--- config.mk ---
export PLATFORM = sky130hd
export DESIGN_NAME = remote_comm_link
export DESIGN_NICKNAME = d
export VERILOG_FILES = /design/src/rtl/remote_comm_link.sv
export SDC_FILE = /design/constraint.sdc
export NUM_CORES = 1
export LEC_CHECK = 0
export BUFFER_PORTS_ARGS = -buffer_cell sky130_fd_sc_hd__buf_2
export CAP_MARGIN = 30
export CELL_PAD_IN_SITES_DETAIL_PLACEMENT = 1
export CELL_PAD_IN_SITES_GLOBAL_PLACEMENT = 2
export CORE_MARGIN = 3
export CORE_UTILIZATION = 30
export CTS_BUF_LIST = sky130_fd_sc_hd__clkbuf_16
export DETAILED_ROUTE_END_ITERATION = 10
export PLACE_DENSITY_LB_ADDON = 0.1
export REMOVE_ABC_BUFFERS = 1
export SYNTH_ARGS = -nofsm -noshare
export SYNTH_HDL_FRONTEND = slang
export SYNTH_SLANG_ARGS = --single-unit
export TNS_END_PERCENT = 30
--- constraint.sdc ---
create_clock -name clk -period 2.45 [get_ports clk]
set_clock_uncertainty 0.05 [all_clocks]
set_input_delay 0.3675 -clock clk [delete_from_list [all_inputs] [get_ports clk]]
set_output_delay 0.3675 -clock clk [all_outputs]
set_load 0.05 [all_outputs]
--- src/rtl/remote_comm_link.sv ---
`default_nettype none
// ============================================================================
//  Module   : remote_comm_link
//  Purpose  : Host-side command link: sends a 16-bit command as two 8N1 UART
//             bytes (high byte first) and captures the robot's response byte.
//  Revision : 1.0
// ============================================================================
module remote_comm_link #(
    parameter int BAUD_DIV = 2604
) (
    input  logic        clk,
    input  logic        rst_n,
    input  logic        RX,
    output logic        TX,
    input  logic [15:0] cmd,
    input  logic        send_cmd,
    output logic        cmd_sent,
    output logic        resp_rdy,
    output logic [7:0]  resp
);

    localparam logic [11:0] c_BIT_END    = 12'(BAUD_DIV - 1);
    localparam logic [11:0] c_HALF_START = 12'(BAUD_DIV / 2 - 1);
    localparam logic [3:0]  c_LAST_BIT   = 4'd9;

    typedef enum logic [1:0] {
        ST_IDLE    = 2'd0,
        ST_SEND_HI = 2'd1,
        ST_SEND_LO = 2'd2
    } cmd_state_t;

    cmd_state_t  r_state;
    logic [7:0]  r_lo_byte;
    logic        r_cmd_sent;

    logic        r_tx;
    logic        r_tx_busy;
    logic        r_tx_done;
    logic [11:0] r_tx_cnt;
    logic [3:0]  r_tx_idx;
    logic [7:0]  r_tx_shift;

    logic        r_rx_meta;
    logic        r_rx_sync;
    logic        r_rx_prev;
    logic        r_rx_busy;
    logic [11:0] r_rx_cnt;
    logic [3:0]  r_rx_idx;
    logic [7:0]  r_rx_shift;
    logic [7:0]  r_resp;
    logic        r_resp_rdy;

    logic        w_accept;
    logic        w_tx_start;
    logic [7:0]  w_tx_byte;

    // The high byte goes straight from cmd so its start bit leaves one clock
    // after send_cmd; the low byte is replayed from the latched copy.
    assign w_accept   = (r_state == ST_IDLE) && send_cmd;
    assign w_tx_start = w_accept || ((r_state == ST_SEND_HI) && r_tx_done);
    assign w_tx_byte  = (r_state == ST_IDLE) ? cmd[15:8] : r_lo_byte;

    assign TX       = r_tx;
    assign cmd_sent = r_cmd_sent;
    assign resp_rdy = r_resp_rdy;
    assign resp     = r_resp;

    always_ff @(posedge clk or negedge rst_n) begin
        if (!rst_n) begin
            r_state    <= ST_IDLE;
            r_lo_byte  <= 8'h00;
            r_cmd_sent <= 1'b0;
        end else begin
            case (r_state)
                ST_IDLE: begin
                    if (send_cmd) begin
                        r_lo_byte  <= cmd[7:0];
                        r_cmd_sent <= 1'b0;
                        r_state    <= ST_SEND_HI;
                    end
                end
                ST_SEND_HI: begin
                    if (r_tx_done) begin
                        r_state <= ST_SEND_LO;
                    end
                end
                ST_SEND_LO: begin
                    if (r_tx_done) begin
                        r_cmd_sent <= 1'b1;
                        r_state    <= ST_IDLE;
                    end
                end
                default: r_state <= ST_IDLE;
            endcase
        end
    end

    // Transmitter: bit index 0 is the start bit, 1..8 data, 9 the stop bit.
    always_ff @(posedge clk or negedge rst_n) begin
        if (!rst_n) begin
            r_tx       <= 1'b1;
            r_tx_busy  <= 1'b0;
            r_tx_done  <= 1'b0;
            r_tx_cnt   <= 12'd0;
            r_tx_idx   <= 4'd0;
            r_tx_shift <= 8'h00;
        end else begin
            r_tx_done <= 1'b0;
            if (!r_tx_busy) begin
                if (w_tx_start) begin
                    r_tx_busy  <= 1'b1;
                    r_tx       <= 1'b0;
                    r_tx_shift <= w_tx_byte;
                    r_tx_cnt   <= 12'd0;
                    r_tx_idx   <= 4'd0;
                end
            end else if (r_tx_cnt == c_BIT_END) begin
                r_tx_cnt <= 12'd0;
                if (r_tx_idx == c_LAST_BIT) begin
                    r_tx_busy <= 1'b0;
                    r_tx      <= 1'b1;
                    r_tx_done <= 1'b1;
                end else begin
                    r_tx_idx <= r_tx_idx + 4'd1;
                    if (r_tx_idx == 4'd8) begin
                        r_tx <= 1'b1;
                    end else begin
                        r_tx       <= r_tx_shift[0];
                        r_tx_shift <= {1'b0, r_tx_shift[7:1]};
                    end
                end
            end else begin
                r_tx_cnt <= r_tx_cnt + 12'd1;
            end
        end
    end

    always_ff @(posedge clk or negedge rst_n) begin
        if (!rst_n) begin
            r_rx_meta <= 1'b1;
            r_rx_sync <= 1'b1;
            r_rx_prev <= 1'b1;
        end else begin
            r_rx_meta <= RX;
            r_rx_sync <= r_rx_meta;
            r_rx_prev <= r_rx_sync;
        end
    end

    // Receiver: sample 0 is mid start bit, 1..8 data, 9 the stop bit.
    // The set of resp_rdy is written last so it overrides any clear.
    always_ff @(posedge clk or negedge rst_n) begin
        if (!rst_n) begin
            r_rx_busy  <= 1'b0;
            r_rx_cnt   <= 12'd0;
            r_rx_idx   <= 4'd0;
            r_rx_shift <= 8'h00;
            r_resp     <= 8'h00;
            r_resp_rdy <= 1'b0;
        end else begin
            if (w_accept) begin
                r_resp_rdy <= 1'b0;
            end
            if (!r_rx_busy) begin
                if (r_rx_prev && !r_rx_sync) begin
                    r_rx_busy  <= 1'b1;
                    r_rx_cnt   <= c_HALF_START;
                    r_rx_idx   <= 4'd0;
                    r_resp_rdy <= 1'b0;
                end
            end else if (r_rx_cnt == 12'd0) begin
                r_rx_cnt <= c_BIT_END;
                if (r_rx_idx == c_LAST_BIT) begin
                    r_rx_busy  <= 1'b0;
                    r_resp     <= r_rx_shift;
                    r_resp_rdy <= 1'b1;
                end else begin
                    r_rx_idx <= r_rx_idx + 4'd1;
                    if (r_rx_idx != 4'd0) begin
                        r_rx_shift <= {r_rx_sync, r_rx_shift[7:1]};
                    end
                end
            end else begin
                r_rx_cnt <= r_rx_cnt - 12'd1;
            end
        end
    end

endmodule
`default_nettype wire

==> summary.txt <==
Status
  – Outcome: completed

Yosys
  – Sequential share of the synthesized area: 50.8%
  – Top-count cell post-synth: dfrtp_1
  – Syn Area/Cell: 11.2 µm²
  – Cell count after synthesis: between 300 and 400
  – Synth top area share: 48.0%
  – Synth cell types: 54
  – Yosys warnings: 0
  – Synth area leaders: dfrtp_1, mux2_2, ha_1, o21ai_0, dfstp_2
  – Synth cell count leaders: dfrtp_1, mux2_2, nand2_1
  – Largest area contributor in the netlist: dfrtp_1
  – FF+latch count, synth: 75
  – Most used flip-flop cell after synthesis: dfrtp_1
  – Ys async rst share: 100%
  – EDFF count, synth: 0
  – Netlist Area Pre-Place: between 3000 and 4000 µm²

STA
  – Final Hold Fails: 0
  – Tmin final: 2.08 ns
  – Max Clock Freq: around 0.48 GHz
  – Final setup fails: 0
  – Worst Tran Pin Value: roughly 0.64 ns
  – Normalized max-slew margin: 57.1%
  – TNS Setup: 0 ns
  – RSZ-0062 raised after global routing: false
  – Tcrit/Tclk final: 84.9%
  – Max-slew violations: 0

Route
  – Routed len/inst: between 15 and 20 µm
  – WL met1: 4280 µm
  – Met2 WL post-DR: 3970 µm
  – DR WL met3: 329 µm
  – Via/cell ratio: 5.05
  – Drt first pass iters: 4
  – Vias post-DR: roughly 2700
  – Top routing layer in use: met4
  – DRT antenna net count: 0
  – Initial drt markers: 66
  – DRC Markers: 0
  – WL final: 8670 µm

Floorplan
  – Initial core utilization: 31.5%
  – CORE AREA: 11800 µm²
  – Die Wd: 117 µm
  – IO Pins: 31
  – Die H: 117 µm
  – Rows: 39
  – Total die area: 13700 µm²

Critical path
  – Worst Path Arrival: 2.26 ns
  – Slowest cell on the critical path: nor3_4
  – CP Capture Type: flip-flop
  – CP max stage delay: 0.42 ns
  – Worst path required time: 2.62 ns
  – Crit path launch type: flip-flop
  – R2r setup slk: 0.37 ns
  – Crit path cell chain: ha_1 -> and4b_1 -> a31oi_2 -> nor3_4 -> mux2_2
  – Worst flop-to-flop path startpoint: r_tx_cnt[0]
  – Maximum fanout along the worst path: 8
  – R2R Path End: r_tx_shift[1]
  – Reg2reg path depth: 5
  – Crit Path Class: flip-flop to flip-flop

Worst hold path
  – Worst Hold End: r_rx_meta
  – Hold Crit Class: input port to flip-flop
  – Min-Delay Startpoint: RX
  – WHS Path Cells: 1

Global route
  – All-Layer GR Usage: 14.3%
  – Vias in the first global route: 2961
  – GR Overflow Total: 0
  – Initial antenna violation count: 0
  – First-pass GRT wire length: 15000 µm
  – Largest net degree at the start of global routing: 34

Finish
  – Antenna diode count: 0
  – Ratio of cells with drive above 1 in the final layout: 26.7%
  – Final core utilization: between 30% and 40%
  – Design area: 4400 µm²
  – NumNets Final: between 400 and 500
  – Synth-to-Final Area Change: 18.7%

Clocking
  – CTS root buf: clkbuf_16
  – Clock slew seen by the registers of the worst setup and hold paths: 0.06 ns
  – CTS buffer count: 9
  – CTS tree: built
  – Later-pin clock latency in the skew report: 0.34 ns
  – Clock Sinks: 75
  – CTS H-tree depth: 3
  – Clk buf depth: 2

Power
  – PwrDens: 744 nW/µm²
  – Total Power: between 3 and 4 mW
  – Peak VDD IR: between 500 and 600 µV
  – Static leakage: 1.96 nW

Place
  – Hpwl dp: roughly 5900 µm
  – Placed Area: 4110 µm²
  – I/O Buffers: 30
  – GP Congestion: 0.770

Job
  – Maxcap violations: 0
[state kept, by name, summed over array words and instances (netlist names)]
name        count
r_tx_cnt       12
r_rx_shift      8
resp            8
TX              1
r_rx_meta       1
r_lo_byte       8
r_rx_prev       1
cmd_sent        1
r_state         2
r_rx_cnt       12
r_tx_idx        4
r_rx_busy       1
r_rx_idx        4
r_tx_shift      8
r_tx_done       1
resp_rdy        1
r_rx_sync       1
r_tx_busy       1
[final cells by class]
type | instances | area, µm²
timing repair buffer | 43 | 265
clock buffer | 9 | 225
clock inverter | 7 | 55.1
inverter | 14 | 52.6
sequential | 75 | 1880
multi-input combinational | 230 | 1710
tap | 164 | 205
fill | 1317 | 7360
[worst max-delay path: cells and delay by family (launching register included)]
family / cells / cell delay (ns)
flip-flops: 1 / 0.40
AO/OA/AOI/OAI: 1 / 0.20
adder cells (fa/ha/maj): 1 / 0.22
AND/OR/NAND/NOR: 2 / 0.71
multiplexers: 1 / 0.38
[per-layer routing]
layer / vias to the layer above / global-route usage (%)
met5: - / 0
met4: 0 / 4.36
met3: 8 / 5.04
met2: 36 / 22.3
met1: 1375 / 18.8
li1: 1320 / -
[where the power goes]
part	leakage (nW)	total [mW]	internal, mW	switching, mW
registers	0.894	1.51	1.37	0.146
clock network	0.150	1.28	0.770	0.507
logic	0.917	0.478	0.238	0.241
total	1.96	3.27	2.38	0.893
[metrics by stage]
stage	worst slack [ns]	hold slack, ns	cells
2_1_floorplan	0.346	0.0219	319
3_3_place_gp	0.408	0.256	525
3_5_place_dp	0.349	0.254	525
4_1_cts	0.345	0.0522	542
5_1_grt	0.184	0.0518	542
6_report	0.370	0.0726	542
[kinds of logic after synthesis]
logic type | count (synthesis) | share of synthesized area, %
DFF | 75 | 50.8
AOI/OAI and AO/OA | 79 | 14.2
buffers and inverters | 26 | 3.01
xor gates and xnor gates | 4 | 0.946
and+or+nand+nor | 95 | 15.3
adders and majority gates | 9 | 3.04
muxes | 43 | 12.7
[worst max-delay path by stage]
| stage | cells past startpoint | slack (ns) | startpoint | end |
|---|---|---|---|---|
| 2_1_floorplan | 5 | 0.35 | r_tx_cnt[0] | r_tx_shift[0] |
| 3_3_place_gp | 5 | 0.41 | r_tx_cnt[0] | r_tx_shift[7] |
| 3_5_place_dp | 5 | 0.35 | r_tx_cnt[0] | r_tx_shift[5] |
| 4_1_cts | 5 | 0.34 | r_tx_cnt[0] | r_tx_shift[0] |
| 5_1_grt | 7 | 0.18 | r_rx_cnt[0] | r_rx_idx[3] |
| 6_report | 5 | 0.37 | r_tx_cnt[0] | r_tx_shift[1] |
[layout by cell type, fill, tap and decap left out, types with 3 or more instances in the layout]
cell type,count
a21o_1,3
a21oi_1,13
a22o_1,5
a31oi_1,10
a32o_1,4
buf_2,29
buf_4,12
clkbuf_16,9
dfrtp_1,71
dfstp_2,4
ha_1,9
inv_1,16
mux2_2,33
mux2i_1,10
nand2_1,26
nand3_1,11
nand3b_1,4
nand4_1,5
nor2_1,15
nor3_1,5
nor3_4,3
nor4_1,3
o21ai_0,22
o31ai_1,4
o41ai_1,3
or3_1,3
[timing repair]
item / in CTS / in global routing
hold buffers: 1 / 0
setup buffers: 0 / 0
resized for setup: 0 / 0
endpoints found under the hold margin: 22 / 0
(Power assumes the default switching activity.)
